File: src/rtl/rr_arb_1hot_pkg.sv
// Shared arbiter definitions: FSM state encoding and one-hot to binary index helper.
// Latency: none (constants and a combinational function only).
// Backpressure: not applicable.
package rr_arb_pkg;

  // Arbiter FSM encoding: idle (no grant held) or a grant held until release.
  localparam logic ARB_IDLE  = 1'b0;
  localparam logic ARB_GRANT = 1'b1;

  // Widest one-hot vector the helper accepts; narrower callers zero-extend.
  localparam int unsigned ONEHOT_MAX_W = 32;

  // OR-combines the indices of all set bits. For a one-hot input this is the
  // exact index, and an all-zero input yields 0. This avoids a priority chain.
  function automatic int unsigned onehot_to_idx(input logic [ONEHOT_MAX_W-1:0] oh);
    int unsigned idx;
    idx = 0;
    for (int i = 0; i < ONEHOT_MAX_W; i++) begin
      if (oh[i]) begin
        idx = idx | int'(i);
      end
    end
    return idx;
  endfunction

endpackage

File: src/rtl/rr_arb_1hot_pick.sv
// Cyclic priority pick: first unmasked request at or after ptr, as a one-hot vector.
// Latency: purely combinational.
// Backpressure: none; the caller decides when the pick is registered.
module rr_pick_1hot
  import rr_arb_pkg::*;
#(
  parameter  int N     = 8,
  localparam int PTR_W = $clog2(N)
) (
  input  logic [N-1:0]     req,
  input  logic [N-1:0]     mask,
  input  logic [PTR_W-1:0] ptr,
  output logic [N-1:0]     win,
  output logic             any
);

  logic [N-1:0] eligible;
  logic [N-1:0] rot;
  logic [N-1:0] rot_oh;

  // Rotate so that ptr lands on bit 0, isolate the lowest set bit, rotate back.
  // Duplicating the vector turns the cyclic rotation into a plain shift.
  always_comb begin
    eligible = req & ~mask;
    rot      = N'({eligible, eligible} >> ptr);
    rot_oh   = rot & (~rot + N'(1));
    win      = N'(({rot_oh, rot_oh} << ptr) >> N);
    any      = |eligible;
  end

endmodule

File: src/rtl/rr_arb_1hot.sv
// Round-robin arbiter with packet lock; its registered one-hot grant drives a one-hot mux sel.
// Latency: 1 cycle from req to gnt; on release the next winner is granted at the same edge.
// Backpressure: out_ready low stalls the held grant; other requests never preempt it.
module rr_arb_1hot
  import rr_arb_pkg::*;
#(
  parameter  int N     = 8,
  localparam int PTR_W = $clog2(N)
) (
  input  logic             clk,
  input  logic             rst,
  input  logic [N-1:0]     req,
  input  logic [N-1:0]     last,
  input  logic             out_ready,
  output logic [N-1:0]     gnt,
  output logic             gnt_valid,
  output logic [PTR_W-1:0] gnt_idx,
  output logic             err
);

  logic             state_q, state_d;
  logic [PTR_W-1:0] ptr_q, ptr_d;
  logic [N-1:0]     gnt_q, gnt_d;
  logic             gnt_valid_q, gnt_valid_d;
  logic [PTR_W-1:0] gnt_idx_q, gnt_idx_d;
  logic             err_q, err_d;

  logic             cur_req;
  logic             cur_last;
  logic             xfer;
  logic             rel_last;
  logic             rel_drop;
  logic             do_rel;
  logic [PTR_W-1:0] ptr_rel;

  logic [N-1:0]     pick_mask;
  logic [PTR_W-1:0] pick_ptr;
  logic [N-1:0]     pick_win;
  logic             pick_any;
  logic [PTR_W-1:0] pick_idx;

  // Qualify the held grant against the live request/last of its own source.
  always_comb begin
    cur_req  = |(req & gnt_q);
    cur_last = |(last & gnt_q);
    xfer     = gnt_valid_q & out_ready & cur_req;
    rel_last = (state_q == ARB_GRANT) & xfer & cur_last;
    rel_drop = (state_q == ARB_GRANT) & ~cur_req;
    do_rel   = rel_last | rel_drop;
    ptr_rel  = (gnt_idx_q == PTR_W'(N - 1)) ? '0 : gnt_idx_q + PTR_W'(1);
  end

  // Arbitrate from the stored pointer when idle; on release, from the advanced
  // pointer with the departing source masked so it cannot win twice in a row.
  always_comb begin
    pick_mask = '0;
    pick_ptr  = ptr_q;
    if (state_q == ARB_GRANT) begin
      pick_mask = gnt_q;
      pick_ptr  = ptr_rel;
    end
  end

  rr_pick_1hot #(.N(N)) u_pick (
    .req  (req),
    .mask (pick_mask),
    .ptr  (pick_ptr),
    .win  (pick_win),
    .any  (pick_any)
  );

  // Index derived from the same one-hot winner so gnt and gnt_idx never disagree.
  always_comb begin
    pick_idx = PTR_W'(onehot_to_idx(ONEHOT_MAX_W'(pick_win)));
  end

  // State register.
  always_ff @(posedge clk) begin
    if (rst) begin
      state_q <= ARB_IDLE;
    end else begin
      state_q <= state_d;
    end
  end

  // Next-state: leave IDLE on any request; leave GRANT only on a release with nobody waiting.
  always_comb begin
    state_d = state_q;
    case (state_q)
      ARB_IDLE: begin
        if (pick_any) begin
          state_d = ARB_GRANT;
        end
      end
      ARB_GRANT: begin
        if (do_rel && !pick_any) begin
          state_d = ARB_IDLE;
        end
      end
      default: state_d = ARB_IDLE;
    endcase
  end

  // Next values of the registered outputs and pointer; everything holds unless
  // a new grant is taken from IDLE or the current grant is released.
  always_comb begin
    ptr_d       = ptr_q;
    gnt_d       = gnt_q;
    gnt_valid_d = gnt_valid_q;
    gnt_idx_d   = gnt_idx_q;
    err_d       = err_q | rel_drop;
    case (state_q)
      ARB_IDLE: begin
        if (pick_any) begin
          gnt_d       = pick_win;
          gnt_valid_d = 1'b1;
          gnt_idx_d   = pick_idx;
        end
      end
      ARB_GRANT: begin
        if (do_rel) begin
          ptr_d       = ptr_rel;
          gnt_d       = pick_win;
          gnt_valid_d = pick_any;
          gnt_idx_d   = pick_idx;
        end
      end
      default: begin
        gnt_d       = '0;
        gnt_valid_d = 1'b0;
        gnt_idx_d   = '0;
      end
    endcase
  end

  // Datapath registers; reset drops any grant immediately, mid-packet included.
  always_ff @(posedge clk) begin
    if (rst) begin
      ptr_q       <= '0;
      gnt_q       <= '0;
      gnt_valid_q <= 1'b0;
      gnt_idx_q   <= '0;
      err_q       <= 1'b0;
    end else begin
      ptr_q       <= ptr_d;
      gnt_q       <= gnt_d;
      gnt_valid_q <= gnt_valid_d;
      gnt_idx_q   <= gnt_idx_d;
      err_q       <= err_d;
    end
  end

  assign gnt       = gnt_q;
  assign gnt_valid = gnt_valid_q;
  assign gnt_idx   = gnt_idx_q;
  assign err       = err_q;

  // The downstream mux relies on these; a violation means corrupted select.
  a_gnt_onehot0 : assert property (@(posedge clk) disable iff (rst) $onehot0(gnt_q));
  a_gnt_valid   : assert property (@(posedge clk) disable iff (rst) gnt_valid_q == (|gnt_q));

endmodule

File: config.mk
export PLATFORM = sky130hd
export DESIGN_NAME = rr_arb_1hot
export DESIGN_NICKNAME = d
export VERILOG_FILES = /design/src/rtl/rr_arb_1hot_pkg.sv /design/src/rtl/rr_arb_1hot_pick.sv /design/src/rtl/rr_arb_1hot.sv
export SDC_FILE = /design/constraint.sdc
export NUM_CORES = 1
export LEC_CHECK = 0
export BUFFER_PORTS_ARGS = -buffer_cell sky130_fd_sc_hd__buf_2
export CAP_MARGIN = 20
export CORE_ASPECT_RATIO = 0.9
export CORE_MARGIN = 2
export CORE_UTILIZATION = 51
export DETAILED_ROUTE_END_ITERATION = 8
export GPL_TIMING_DRIVEN = 1
export PLACE_DENSITY = 0.84
export SYNTH_ARGS = -nofsm -noshare
export SYNTH_HDL_FRONTEND = slang
export SYNTH_HIERARCHICAL = 1
export SYNTH_SLANG_ARGS = --single-unit
File: constraint.sdc
create_clock -name clk -period 3.2 [get_ports clk]
set_input_delay 0.48 -clock clk [delete_from_list [all_inputs] [get_ports clk]]
set_output_delay 0.48 -clock clk [all_outputs]
set_load 0.01 [all_outputs]
==> flow_summary.json <==
{
  "slowest_stage": "a211o_1",
  "row_count": 20,
  "r2r-start": "gnt_idx[1]",
  "power_switching_uw": 1565,
  "syn_area_per_cell_sq_um": 8.185,
  "seq_power_share_pct": 12.8,
  "max_cap_violations": 0,
  "start_util_pct": 52.63,
  "synth_warnings": 6,
  "hold_viol": 0,
  "via_count": 2265,
  "drtPass1Iterations": 5,
  "synthesis.nets": 235,
  "combPwrFrac_pct": 81.6,
  "crit_required_ns": 3.37,
  "synth_top_cell_area_share_pct": 19.43,
  "ctsRootBufferMaster": "clkbuf_8",
  "yosysTopAreaCell": "dfxtp_1",
  "area_growth_pct": 38.64,
  "antenna_found_initial": 0,
  "yosys_most_used_dff": "dfxtp_1",
  "critPathKind": "reg2reg",
  "p_per_area_nw_per_um2": 1293,
  "dp_hpwl_um": 4327,
  "holdPathStages": 2,
  "grt_pass1_wl_um": 9715,
  "die_area_sq_um": 3920,
  "via_per_inst": 7.123,
  "cts_tree": "built",
  "detail-route-antenna-nets": 0,
  "ir_drop_mv": 0.7673,
  "r2r_setup_slack_ns": -0.15,
  "fin_worst_skew_ns": 0.004042,
  "violations": "setup timing",
  "finalWorstSetupSlack_ns": -0.1523,
  "routed_wl_um": 6927,
  "syn_area_sq_um": 1752,
  "hp-class": "reg2reg",
  "cts_sinks": 17,
  "cts.reportedPaths.clkPinSlew_ns": 0.08,
  "fmax_ghz": 0.2983,
  "drive_gt1_share_pct": 42.34,
  "fin_crit_sh_pct": 104.8,
  "timing.slew.headroom_pct": 60.74,
  "grt.total_usage_pct": 31.92,
  "min_to": "err",
  "htreeDepth": 1,
  "insertedDiodeCount": 0,
  "rsz0062_at_grt": "true",
  "timing.setup.tns_ns": -0.6518,
  "setup_viol": 7,
  "yosysUniqueCellTypes": 53,
  "yosysMostFrequentCell": "nor2_1",
  "nets": 296,
  "clk_path_buf_depth": 2,
  "syn_inst": 214,
  "path_cells": "ha_4 -> ha_4 -> mux2_4 -> buf_12 -> nor2_1 -> buf_4 -> a22o_1 -> a211o_1 -> buf_6 -> a2111oi_4 -> mux2i_1 -> a22oi_1 -> buf_4 -> nor4_2 -> a211oi_2",
  "final_max_slew_viol_count": 0,
  "run_status": "finished, violations left",
  "drc": 0,
  "clock_latency_ns": 0.26,
  "die_h_um": 59.60,
  "core_area_sq_um": 3328,
  "synth_common_cells": "28 x nor2_1, 19 x mux2i_1, 17 x dfxtp_1",
  "io_buffers": 31,
  "tightest_slew_ns": 0.5876,
  "arrival_ns": 3.52,
  "endpoint_kind": "flip-flop",
  "leakage_uw": 0.001037,
  "crit_path_max_fanout": 6,
  "ff2ff_path_depth": 15,
  "rr_endpoint": "gnt_idx[1]",
  "drtIter0Drc": 352,
  "synth.area.top_cells": "dfxtp_1 19%, mux2i_1 11%, nor2_1 6.0%",
  "p_int_uw": 1574,
  "die_w_um": 65.78,
  "max_stage_delay_ns": 0.38,
  "grt_max_degree": 18,
  "clkPwrFrac_pct": 5.6,
  "cts_hold_buf": 0,
  "cts_inserted_buffers": 3,
  "num_io_pins": 32,
  "fin_crit_ns": 3.352,
  "overflow": 0,
  "synth-edff-count": 0,
  "grt_pass1_vias": 2026,
  "crit_path_start_kind": "flip-flop",
  "gp_congestion": 0.9649,
  "yosys_register_bits": 17,
  "swShare_pct": 49.84,
  "avgRoutedWirePerCell_um": 21.78,
  "synth_seq_area_share_pct": 19.43,
  "dp_slack_ns": -0.1581,
  "min-delay-start": "err",
  "synthArstFlopShare_pct": 0
}
cell usage in the layout (no fill, tap or decap), types with 3 or more instances in the layout:
cell type  count
nand2_1        7
a21oi_1        8
nand4_1        4
a31oi_1        5
clkbuf_8       3
a2bb2oi_1      3
buf_4         35
dfxtp_1       15
mux2i_1       17
a211oi_2       5
nor2b_1        8
and2_1         7
a22o_1         3
nor4_2         3
nor4_1         7
mux2_2         4
inv_1          4
nor3_1         3
nor2_1        27
buf_2         31
nor4bb_1       3
a22oi_2        3
o2111ai_1      3
a22oi_1        8
mux2_4         4
registers in the layout, indices dropped and copies added, names as in the netlist:
| register | count |
|---|---|
| ptr_q | 3 |
| state_q | 1 |
| err | 1 |
| gnt | 8 |
| gnt_idx | 3 |
| gnt_valid | 1 |
layout make-up:
cell class	instances	area, sq um
multi-input combinational	177	1450
fill	229	899.6
timing repair buffer	71	510.5
sequential	17	342.8
tap	44	55.05
clock buffer	3	41.29
inverter	5	21.27
clock inverter	1	7.507
per-stage QoR:
| stage | utilization (%) | cell area (sq um) | hold WS, ns | std cells | total power (uW) |
|---|---|---|---|---|---|
| after global routing | 72.97 | 2429 | 0.5248 | 318 | 3288 |
| final | 72.97 | 2429 | 0.4978 | 318 | 3139 |
| after detailed placement | 63.53 | 2115 | 0.4831 | 305 | 2392 |
| after CTS | 67.22 | 2237 | 0.5008 | 311 | 2698 |
| after global placement | 63.53 | 2115 | 0.4354 | 305 | 2345 |
| after floorplan | - | 1752 | 0.4561 | 214 | 1707 |
routing by layer:
layer	part of all wire [%]	track usage, %	vias to the layer above
li1	-	-	967
met1	38	42.33	1036
met2	45	53.10	207
met3	11	5.513	55
met4	5.9	9.524	0
met5	0	0	-
kinds of logic after synthesis:
group                      count (synthesis)  share of synthesized area, %
and+or+nand+nor                           85                         26.64
adders and majority gates                  2                         1.428
DFF                                       17                         19.43
AOI/OAI and AO/OA                         63                         30.65
muxes                                     27                         16.21
buffers and inverters                     20                         5.642
worst max path at each step:
| stage | slack [ns] | from | end |
|---|---|---|---|
| final | -0.15 | gnt_idx[1] | gnt_idx[1] |
| after global routing | -0.26 | gnt_idx[1] | gnt_idx[1] |
| after CTS | 0.01 | gnt_idx[0] | gnt_idx[1] |
| after detailed placement | -0.16 | gnt_idx[0] | gnt_idx[1] |
| after global placement | -0.08 | gnt_idx[0] | gnt_idx[0] |
| after floorplan | -0.002 | gnt_idx[0] | gnt_idx[0] |
worst max-delay path, delay by kind of cell, from the launching register on:
family          cells  cell delay (ns)
flops               1             0.35
mux                 2             0.43
fa+ha+maj           2             0.44
compound gates      5             1.29
buf+inv             4             0.64
simple gates        2             0.13
power groups by stage:
stage	clock [uW]	combinational (uW)	sequential [uW]
final	176	2560	401
after global routing	190	2690	408
after CTS	174	2140	383
after detailed placement	0	2010	384
after global placement	0	1970	377
after floorplan	0	1310	395
timing repair:
action | 4_1_cts | 5_1_grt
hold endpoints to repair | 0 | 0
gates resized for setup | 12 | 24
setup endpoints to repair | 7 | 9
setup buffers | 2 | 5
pin swaps | 6 | 12
gates cloned | 0 | 2
(Power assumes the default switching activity.)
